===== config.mk =====
export PLATFORM = sky130hd
export DESIGN_NAME = matrix_result_collector_flat
export DESIGN_NICKNAME = d
export VERILOG_FILES = /design/src/rtl/matrix_result_collector_pkg.sv /design/src/rtl/matrix_result_collector_if.sv /design/src/rtl/matrix_result_collector_elem_clip.sv /design/src/rtl/matrix_result_collector.sv /design/src/flat_wrapper.sv
export SDC_FILE = /design/constraint.sdc
export NUM_CORES = 1
export LEC_CHECK = 0
export CORE_AREA = 2 2 172 174
export DETAILED_ROUTE_END_ITERATION = 12
export DIE_AREA = 0 0 174 176
export PLACE_DENSITY = 0.59
export SLEW_MARGIN = 30
export SYNTH_ARGS = -nofsm -noshare
export SYNTH_HDL_FRONTEND = slang
export SYNTH_SLANG_ARGS = --single-unit
export TNS_END_PERCENT = 1

===== constraint.sdc =====
create_clock -name clk -period 2.23 [get_ports clk]
set_input_delay 0.669 -clock clk [delete_from_list [all_inputs] [get_ports clk]]
set_output_delay 0.669 -clock clk [all_outputs]
set_load 0.01 [all_outputs]

===== src/rtl/matrix_result_collector_pkg.sv =====
// Shared definitions for the matrix result collector and its neighbours:
// default element/input widths, the collector state encoding and the
// MSB-first row-major slot offset used for every flattened matrix bus.
package matrix_result_collector_pkg;

  localparam int unsigned ELEM_W_DEF = 8;
  localparam int unsigned IN_W_DEF   = 65;

  typedef enum logic {
    COLLECT = 1'b0,
    HOLD    = 1'b1
  } collect_state_t;

  // MSB bit index of element (r,c) in a flattened row-major matrix whose
  // element (0,0) occupies the most significant field.
  function automatic int unsigned slot_msb(input int unsigned r,
                                           input int unsigned c,
                                           input int unsigned ncol,
                                           input int unsigned elem_w,
                                           input int unsigned total);
    return total - 1 - (r * ncol + c) * elem_w;
  endfunction

  // Index counter width; a single-entry dimension still gets one bit.
  function automatic int unsigned idx_w(input int unsigned n);
    return (n > 1) ? $clog2(n) : 1;
  endfunction

endpackage


===== src/rtl/matrix_result_collector_if.sv =====
// Handshake bundle between the multiplier result stream, the collector
// and the matrix consumer. master = stream producer / consumer side,
// slave = collector.
interface matrix_result_collector_if
  import matrix_result_collector_pkg::*;
#(
  parameter int unsigned aRow   = 5,
  parameter int unsigned bCol   = 5,
  parameter int unsigned ELEM_W = ELEM_W_DEF,
  parameter int unsigned IN_W   = IN_W_DEF
) ();

  localparam int unsigned matrixRLen = aRow * bCol * ELEM_W;
  localparam int unsigned ROW_W      = idx_w(aRow);
  localparam int unsigned COL_W      = idx_w(bCol);

  logic                  in_valid;
  logic                  in_ready;
  logic [IN_W-1:0]       in_data;
  logic [matrixRLen-1:0] mat_out;
  logic                  mat_valid;
  logic                  mat_ack;
  logic                  ovf;
  logic [ROW_W-1:0]      row_idx;
  logic [COL_W-1:0]      col_idx;

  modport master (
    output in_valid, in_data, mat_ack,
    input  in_ready, mat_out, mat_valid, ovf, row_idx, col_idx
  );

  modport slave (
    input  in_valid, in_data, mat_ack,
    output in_ready, mat_out, mat_valid, ovf, row_idx, col_idx
  );

endinterface


===== src/rtl/matrix_result_collector_elem_clip.sv =====
// result_elem_clip: reduces an IN_W-bit dot product to an ELEM_W-bit
// stored element and flags values that do not fit.
// Build option: define RESULT_SAT_EN to saturate oversized values to all
// ones; otherwise they are truncated to their low ELEM_W bits.
module result_elem_clip
  import matrix_result_collector_pkg::*;
#(
  parameter int unsigned ELEM_W = ELEM_W_DEF,
  parameter int unsigned IN_W   = IN_W_DEF
) (
  input  logic [IN_W-1:0]   din,
  output logic [ELEM_W-1:0] dout,
  output logic              elem_ovf
);

  // Any set bit above the element field means the value exceeds 2^ELEM_W-1.
  always_comb begin
    elem_ovf = |din[IN_W-1:ELEM_W];
`ifdef RESULT_SAT_EN
    dout = elem_ovf ? '1 : din[ELEM_W-1:0];
`else
    dout = din[ELEM_W-1:0];
`endif
  end

endmodule


===== src/rtl/matrix_result_collector.sv =====
// matrix_result_collector: assembles a row-major stream of dot products
// into a flattened aRow x bCol matrix and holds it for a valid/ack consumer.
// Build option: RESULT_SAT_EN (saturating clip, see result_elem_clip).
module matrix_result_collector
  import matrix_result_collector_pkg::*;
#(
  parameter int unsigned aRow       = 5,
  parameter int unsigned bCol       = 5,
  parameter int unsigned ELEM_W     = ELEM_W_DEF,
  parameter int unsigned IN_W       = IN_W_DEF,
  parameter int unsigned matrixRLen = aRow * bCol * ELEM_W
) (
  input  logic                        clk,
  input  logic                        rst,
  matrix_result_collector_if.slave    bus
);

  localparam int unsigned ROW_W = idx_w(aRow);
  localparam int unsigned COL_W = idx_w(bCol);

  collect_state_t        state;
  logic [matrixRLen-1:0] mat_r;
  logic                  ovf_r;
  logic [ROW_W-1:0]      row_r;
  logic [COL_W-1:0]      col_r;
  logic                  in_ready_r;
  logic                  mat_valid_r;

  logic [ELEM_W-1:0]     clip_d;
  logic                  clip_ovf;
  logic                  row_last;
  logic                  col_last;

  result_elem_clip #(
    .ELEM_W (ELEM_W),
    .IN_W   (IN_W)
  ) u_clip (
    .din      (bus.in_data),
    .dout     (clip_d),
    .elem_ovf (clip_ovf)
  );

  // Position of the current slot relative to the end of a row / the frame.
  always_comb begin
    row_last = (row_r == ROW_W'(aRow - 1));
    col_last = (col_r == COL_W'(bCol - 1));
  end

  // Collect/hold controller; the handshake outputs are registered alongside
  // the state so they change on the same edge as the state.
  always_ff @(posedge clk) begin
    if (!rst) begin
      state       <= COLLECT;
      mat_r       <= '0;
      ovf_r       <= 1'b0;
      row_r       <= '0;
      col_r       <= '0;
      in_ready_r  <= 1'b1;
      mat_valid_r <= 1'b0;
    end else begin
      case (state)
        COLLECT: begin
          if (bus.in_valid) begin
            // Slot write decoded per element so each field has a fixed
            // bit range instead of a variable part-select.
            for (int unsigned r = 0; r < aRow; r++) begin
              for (int unsigned c = 0; c < bCol; c++) begin
                if (row_r == ROW_W'(r) && col_r == COL_W'(c)) begin
                  mat_r[slot_msb(r, c, bCol, ELEM_W, matrixRLen) -: ELEM_W] <= clip_d;
                end
              end
            end
            ovf_r <= ovf_r | clip_ovf;
            if (col_last) begin
              col_r <= '0;
              if (row_last) begin
                row_r       <= '0;
                state       <= HOLD;
                in_ready_r  <= 1'b0;
                mat_valid_r <= 1'b1;
              end else begin
                row_r <= row_r + ROW_W'(1);
              end
            end else begin
              col_r <= col_r + COL_W'(1);
            end
          end
        end
        HOLD: begin
          if (bus.mat_ack) begin
            state       <= COLLECT;
            in_ready_r  <= 1'b1;
            mat_valid_r <= 1'b0;
            ovf_r       <= 1'b0;
          end
        end
      endcase
    end
  end

  assign bus.in_ready  = in_ready_r;
  assign bus.mat_valid = mat_valid_r;
  assign bus.mat_out   = mat_r;
  assign bus.ovf       = ovf_r;
  assign bus.row_idx   = row_r;
  assign bus.col_idx   = col_r;

endmodule


===== src/flat_wrapper.sv =====
// flat-port wrapper written by rule: the top's interface ports become plain ports
module matrix_result_collector_flat import matrix_result_collector_pkg::*;
#(
  parameter int unsigned aRow       = 5,
  parameter int unsigned bCol       = 5,
  parameter int unsigned ELEM_W     = ELEM_W_DEF,
  parameter int unsigned IN_W       = IN_W_DEF,
  parameter int unsigned matrixRLen = aRow * bCol * ELEM_W
)
  (clk, rst, bus_in_valid, bus_in_data, bus_mat_ack, bus_in_ready, bus_mat_out, bus_mat_valid, bus_ovf, bus_row_idx, bus_col_idx);
  matrix_result_collector_if #(.aRow(aRow), .bCol(bCol), .ELEM_W(ELEM_W), .IN_W(IN_W)) bus_i ();
  input  logic clk;
  input  logic rst;
  input wire logic [$bits(bus_i.in_valid)-1:0] bus_in_valid;
  input wire logic [$bits(bus_i.in_data)-1:0] bus_in_data;
  input wire logic [$bits(bus_i.mat_ack)-1:0] bus_mat_ack;
  output wire logic [$bits(bus_i.in_ready)-1:0] bus_in_ready;
  output wire logic [$bits(bus_i.mat_out)-1:0] bus_mat_out;
  output wire logic [$bits(bus_i.mat_valid)-1:0] bus_mat_valid;
  output wire logic [$bits(bus_i.ovf)-1:0] bus_ovf;
  output wire logic [$bits(bus_i.row_idx)-1:0] bus_row_idx;
  output wire logic [$bits(bus_i.col_idx)-1:0] bus_col_idx;
  assign bus_i.in_valid = bus_in_valid;
  assign bus_i.in_data = bus_in_data;
  assign bus_i.mat_ack = bus_mat_ack;
  assign bus_in_ready = bus_i.in_ready;
  assign bus_mat_out = bus_i.mat_out;
  assign bus_mat_valid = bus_i.mat_valid;
  assign bus_ovf = bus_i.ovf;
  assign bus_row_idx = bus_i.row_idx;
  assign bus_col_idx = bus_i.col_idx;
  matrix_result_collector #(.aRow(aRow), .bCol(bCol), .ELEM_W(ELEM_W), .IN_W(IN_W), .matrixRLen(matrixRLen)) u_core (.clk(clk), .rst(rst), .bus(bus_i));
endmodule

## Yosys cells after proc, flatten, opt, wreduce, memory -nomap -nowiden

Index checks and enable logic that the tools add are counted.

- Bitwise gates (word level): 2
- Reduce and logical (&&, ||, !) cells: 57
- Equality and inequality tests: 12
- Mux-type cells: 19
- $add $sub $neg: 2

Operators with widths:

| cell | count |
|---|---|
| 3-bit AND reduction | 26 |
| 57-bit OR reduction | 1 |
| 1-bit logical AND | 25 |
| 1-bit two-way mux | 13 |
| 3-bit by 2-bit equality test with 1-bit output, second input constant | 4 |
| 1-bit case mux with 2 select lines | 4 |
| 3-bit by 1-bit adder with 3-bit output, second input constant | 2 |
| 3-bit by 1-bit equality test with 1-bit output, second input constant | 2 |
| 3-bit equality test, second input constant | 2 |
| 3-bit logical NOT | 2 |
| 3-bit two-way mux | 2 |
| 2-bit by 1-bit inequality test with 1-bit output, second input constant | 2 |
| 2-bit inequality test, second input constant | 2 |
| 2-bit AND reduction | 2 |
| 4-bit AND reduction | 1 |
| 1-bit NOT | 1 |
| 1-bit OR | 1 |

- Input bits: 69
- Register bits: 210

## Logic depth before layout (Yosys ltp)

Gate-level depths: netlist of run 1.

- Depth in word-level cells: 5
- Mapped depth: 8
- Depth with buffers taken out: 7

## Modules after synthesis

From an unflattened synthesis of run 1, not the netlist that was laid out.

- Cells, all modules: 794
- Area total of the unflattened synthesis: 8,164.1 um^2

By module, submodules not included:

| module | area an instance (um^2) | seq. area each (um^2) | instances | cells an instance |
|---|---|---|---|---|
| matrix_result_collector | 7,976.4 | 4,204.0 | 1 | 766 |
| result_elem_clip | 187.7 | 0.0 | 1 | 28 |

## Least setup slack after synthesis of run 1

Ideal clock, no wire load.

- Path kind: input port to flip-flop
- From: input bus_in_valid
- To: register u_core.mat_r[16] (netlist: u_core.bus.mat_out[16])
- Arrival time: 1.617 ns
- Stages: 6
- Path buffers: 1
- Data required time: 2.114 ns
- Path slack: 0.497 ns
- Path through: nor2b_1 > buf_4 > nand3_4 > nor2_8 > mux2i_1 > nor2b_1

- Word-level cells in the longest chain between the ends: 1

Ends and longest elaborated chain:

| item | RTL line | text |
|---|---|---|
| start, declared | flat_wrapper.sv:14 | `input wire logic [$bits(bus_i.in_valid)-1:0] bus_in_valid;` |
| 3-bit AND reduction (no line) | -- |  |
| end signal, assigned by index | matrix_result_collector.sv:69 | `mat_r[slot_msb(r, c, bCol, ELEM_W, matrixRLen) -: ELEM_W] <= clip_d;` |
| end, declared | matrix_result_collector.sv:22 | `logic [matrixRLen-1:0] mat_r;` |

No other way between the ends.
A chain may end at the register's enable or synchronous reset.

## Final worst setup path of run 1

- From: register u_core.row_r[0] (netlist: u_core.bus.row_idx[0])
- To: output bus_row_idx[0]

RTL lines:

| item | RTL line | text |
|---|---|---|
| start, declared | matrix_result_collector.sv:24 | `logic [ROW_W-1:0] row_r;` |
| start signal, assigned | matrix_result_collector.sv:82 | `row_r <= row_r + ROW_W'(1);` |
| end, declared | flat_wrapper.sv:21 | `output wire logic [$bits(bus_i.row_idx)-1:0] bus_row_idx;` |

No word-level cell between the ends.

==> results of run 1 <==
==> cell families after synthesis <==
| logic type | count (synthesis) |
|---|---|
| DFF | 210 |
| buffers and inverters | 88 |
| adders and majority gates | 10 |
| muxes | 56 |
| and+or+nand+nor | 427 |
| AOI/OAI and AO/OA | 155 |
==> sequential cells by signal, indices dropped and copies added, names as in the netlist <==
register	flops
u_core.bus.in_ready	1
u_core.bus.row_idx	3
u_core.bus.mat_out	200
u_core.bus.col_idx	3
u_core.state	1
u_core.bus.ovf	1
u_core.bus.mat_valid	1
==> synthesized netlist by cell type (5+ instances only) <==
cell,instances,area (µm²)
a21boi_0,11,82.58
buf_2,32,160.2
nor2b_1,62,387.9
nor4_1,12,75.07
nor2_4,5,56.30
nand2_1,189,709.4
ha_1,10,125.1
inv_1,7,26.28
clkbuf_1,47,176.4
and2_1,6,37.54
a21boi_1,136,1021
mux2i_1,56,560.5
dfxtp_1,210,4204
nand3_1,133,665.6
==> worst max-delay path by stage <==
stage | startpoint | depth (start not counted) | to
detailed placement | bus_in_valid | 8 | u_core.bus.mat_out[124]
global placement | bus_in_valid | 8 | u_core.bus.mat_out[178]
floorplan | bus_in_valid | 6 | u_core.bus.mat_out[16]
finish | u_core.bus.row_idx[0] | 1 | bus_row_idx[0]
global route | u_core.bus.mat_out[118] | 1 | bus_mat_out[118]
CTS | u_core.bus.col_idx[1] | 5 | u_core.bus.mat_out[182]
==> through the flow <==
| stage | hold WS [ns] | cells | setup TNS [ns] | setup slack, ns |
|---|---|---|---|---|
| 2_1_floorplan | 0.4666 | 946 | 0 | 0.4972 |
| 3_3_place_gp | 0.4341 | 1589 | -45.11 | -0.3010 |
| 3_5_place_dp | 0.4414 | 1589 | -48.66 | -0.3318 |
| 4_1_cts | 0.4473 | 1629 | 0 | 0.008578 |
| 5_1_grt | 0.4650 | 1629 | 0 | 0.006391 |
| 6_report | 0.4477 | 1629 | 0 | 0.06113 |
==> power by group <==
group	switching, W	internal (W)
logic	0.000317	0.000297
clock network	0.00156	0.00221
registers	0.0000166	0.00378
total	0.00189	0.00628
==> timing repair <==
action / 4_1_cts / 5_1_grt
endpoints found under the setup margin: 6 / 0
endpoints found under the hold margin: 0 / 0
resized for setup: 6 / 0
==> layout make-up <==
class | count | area share
sequential | 210 | 0.3257
multi-input combinational | 648 | 0.3071
clock buffer | 35 | 0.05522
clock inverter | 5 | 0.002519
inverter | 7 | 0.002034
tap | 384 | 0.03720
timing repair buffer | 340 | 0.2703
==> layer usage <==
metal,wire length [µm],part of all wire,track usage
met1,13130,0.45,0.2423
met5,0,0,0
met4,582,0.020,0.04762
met2,13820,0.48,0.3141
met3,1491,0.051,0.03015
==> results, run 1 <==
- The start point of the worst hold path is u_core.bus.in_ready.
- Clock-pin slew was measured on the worst setup and hold paths at 0.06 ns.
- The worst reg-to-reg setup slack is 0.37 ns.
- Leaving out fill and tap cells, the most frequent cells in the layout are clkdlybuf4s50_1 (265), dfxtp_1 (208), nand2_1 (189), a21boi_1 (136), nand3_1 (133).
- The reg-to-reg critical path endpoint is u_core.bus.mat_out[14].
- The average cell area after synthesis is 9.015 µm².
- The final number of hold-violating endpoints was 0.
- The worst setup path is of the reg -> out kind.
- The via count of the first global-routing pass was 7540.
- The first global-routing pass estimated 44460 µm of wire.
- Clock tree synthesis inserted a total of 25 buffers.
- The fraction of layout instances using a drive strength above 1 is 0.09880.
- Counting cells, the worst reg-to-reg path comes to 7.
- After detailed routing, the average wire length per cell comes to 17.82 µm.
- The worst register-to-register path begins at u_core.bus.row_idx[1].
- The filler cell count is 2817.
- The cell class contributing the biggest share of worst-path delay is buffers and inverters.
- The fraction of synthesized cell area in xor and xnor cells is 0.
- Summed over all layers, the global routing overflow is 0.
- STA puts the critical path data arrival time at 1.50 ns.
- The area taken by multi-input logic gates is 3966 µm².
- Of the synthesized area, sequential elements account for 0.4930.
- The number of max-slew violations in the final report came to 0.
- The H-tree depth reported by CTS is 1.
- Compared with the post-synthesis result, the final layout area differs by 51.45%.
- Setup repair after global routing left no endpoint under its margin.
- The tree is rooted in a clkbuf_16.
- The slowest stage of the critical path belongs to the cell clkdlybuf4s50_1.
- The count of buffers added on input and output ports is 277.
- After clock tree synthesis, the flow added hold-fix buffers numbering 0.
- The row count is 62.
- The number of antenna violations at the first check in global routing is 0.
- The power per standard cell area is 632.9 nW/µm².
- The period utilization is 0.9726.
- The shortest clock period the worst path allows after layout is 2.169 ns.
- The count of nets left with antenna violations once routing finished came out at 0.
- The number of nets in the finished design is 1311.
- In this run the worst path has a maximum fanout of 6.
- Leaving out fill and tap cells, the most frequent cell in the layout is clkdlybuf4s50_1.
- The number of antenna diodes in the final layout is 0.
- Counting flops with an async set or reset pin after synthesis yields a share of 0.
- The die outline height is 176 µm.
- The final core area utilization is 0.4524.
- The detail-routed via count per cell is 4.669.
- In this run, synthesis produced a sequential element count of 210.
- The static leakage is 4.340 nW.
- Synthesis instantiated 32 different standard cells from the library.
- The first-pass iteration count of the detailed router is 6.
- STA classifies the critical path endpoint as an output pin.
- After detailed routing, the number of remaining DRC violations is 0.
- The highest attainable clock frequency is 461.1 MHz.
- The post-synthesis compound-gate area fraction came to 0.1351.
- The largest single stage delay on the critical path is 0.58 ns.
- The setup fix buffers added after clock tree synthesis is 0.
- Setup violations remaining at the end of the flow were counted as 0.
- The detailed router placed 7605 vias in this run.
- The largest family of logic cells by synthesized area is simple AND/OR/NAND/NOR gates.
- The mapped netlist covers 8528 µm².
- The dominant synthesized flop cell is dfxtp_1.
- The adder-cell area share of the yosys netlist is 0.01467.
- The worst supply voltage drop on vdd is 0.4768 mV.
- The clock arrives with 0.01106 ns of skew.
- The number of clock sinks seen by CTS is 210.
- The final non-filler cell area is 12920 µm².
- STA classifies the critical path startpoint as a flop.
- Counting every net in the synthesized netlist gives 1025.
- Pin placement for this block handled 278 I/O pins.
- At the later pin of the worst-skew pair, clock insertion delay measures 0.53 ns.
- The transition time of the tightest slew-check pin is 0.5760 ns.
- The x dimension of the die is 174 µm.
- The run finished with clean final reports.
- The class of the tightest hold or removal check is reg -> reg.
- In this run the deepest clock path goes through 3 buffers.
- The detailed-placement wirelength estimate is 19720 µm.
- The global-route total usage across every layer is 0.1840.
- The total wire length is 29020 µm.
- Together, buffers and inverters on the worst path number 1.
- The floorplan step defined a die boundary enclosing 30620 µm².
- The pin count of the biggest net entering global routing is 120.
- The number of synthesis warnings is 0.
- Max-cap violations in this run came to 0.
- The sequential cells in the finished layout cover a total of 4207 µm².
- Counting instances, the worst hold path has a depth of 2.
- The endpoint required time on the critical path is 1.56 ns.
- The initial utilization of the core area, before any placement, comes to 0.2987.
- TritonCTS built the clock tree.
- After floorplanning, the core was sized to cover 28550 µm².
- The count of mapped cells out of synthesis is 946.
- Routability-driven placement finished with a final weighted congestion of 0.7859.
- Overall power consumption after layout is estimated at 0.008175 W.
- The headroom to the max-slew limit is 0.6152.
- For hold timing, the worst endpoint is u_core.bus.in_ready.
- The fraction of the mapped netlist area in simple logic gates is 0.2477.
- The first routing iteration left 358 violations.
- In this run, synthesis inferred 0 flip-flops with an integrated enable.
- The instance area after placement is 12170 µm².
- Traced cell by cell, the critical path runs through clkdlybuf4s50_1.
- The post-synthesis mux area share is 0.06573.
No activity file was read; power rests on OpenSTA's default activity.
==> run 2, diff against run 1 <==
--- a/config.mk
+++ b/config.mk
@@ -8,6 +8,7 @@
 export CORE_AREA = 2 2 172 174
 export DETAILED_ROUTE_END_ITERATION = 12
 export DIE_AREA = 0 0 174 176
+export GPL_ROUTABILITY_DRIVEN = 1
 export PLACE_DENSITY = 0.59
 export SLEW_MARGIN = 30
 export SYNTH_ARGS = -nofsm -noshare
==> results of run 2 <==
Same layout as run 1: the final DEF is identical, and so are final timing and power.
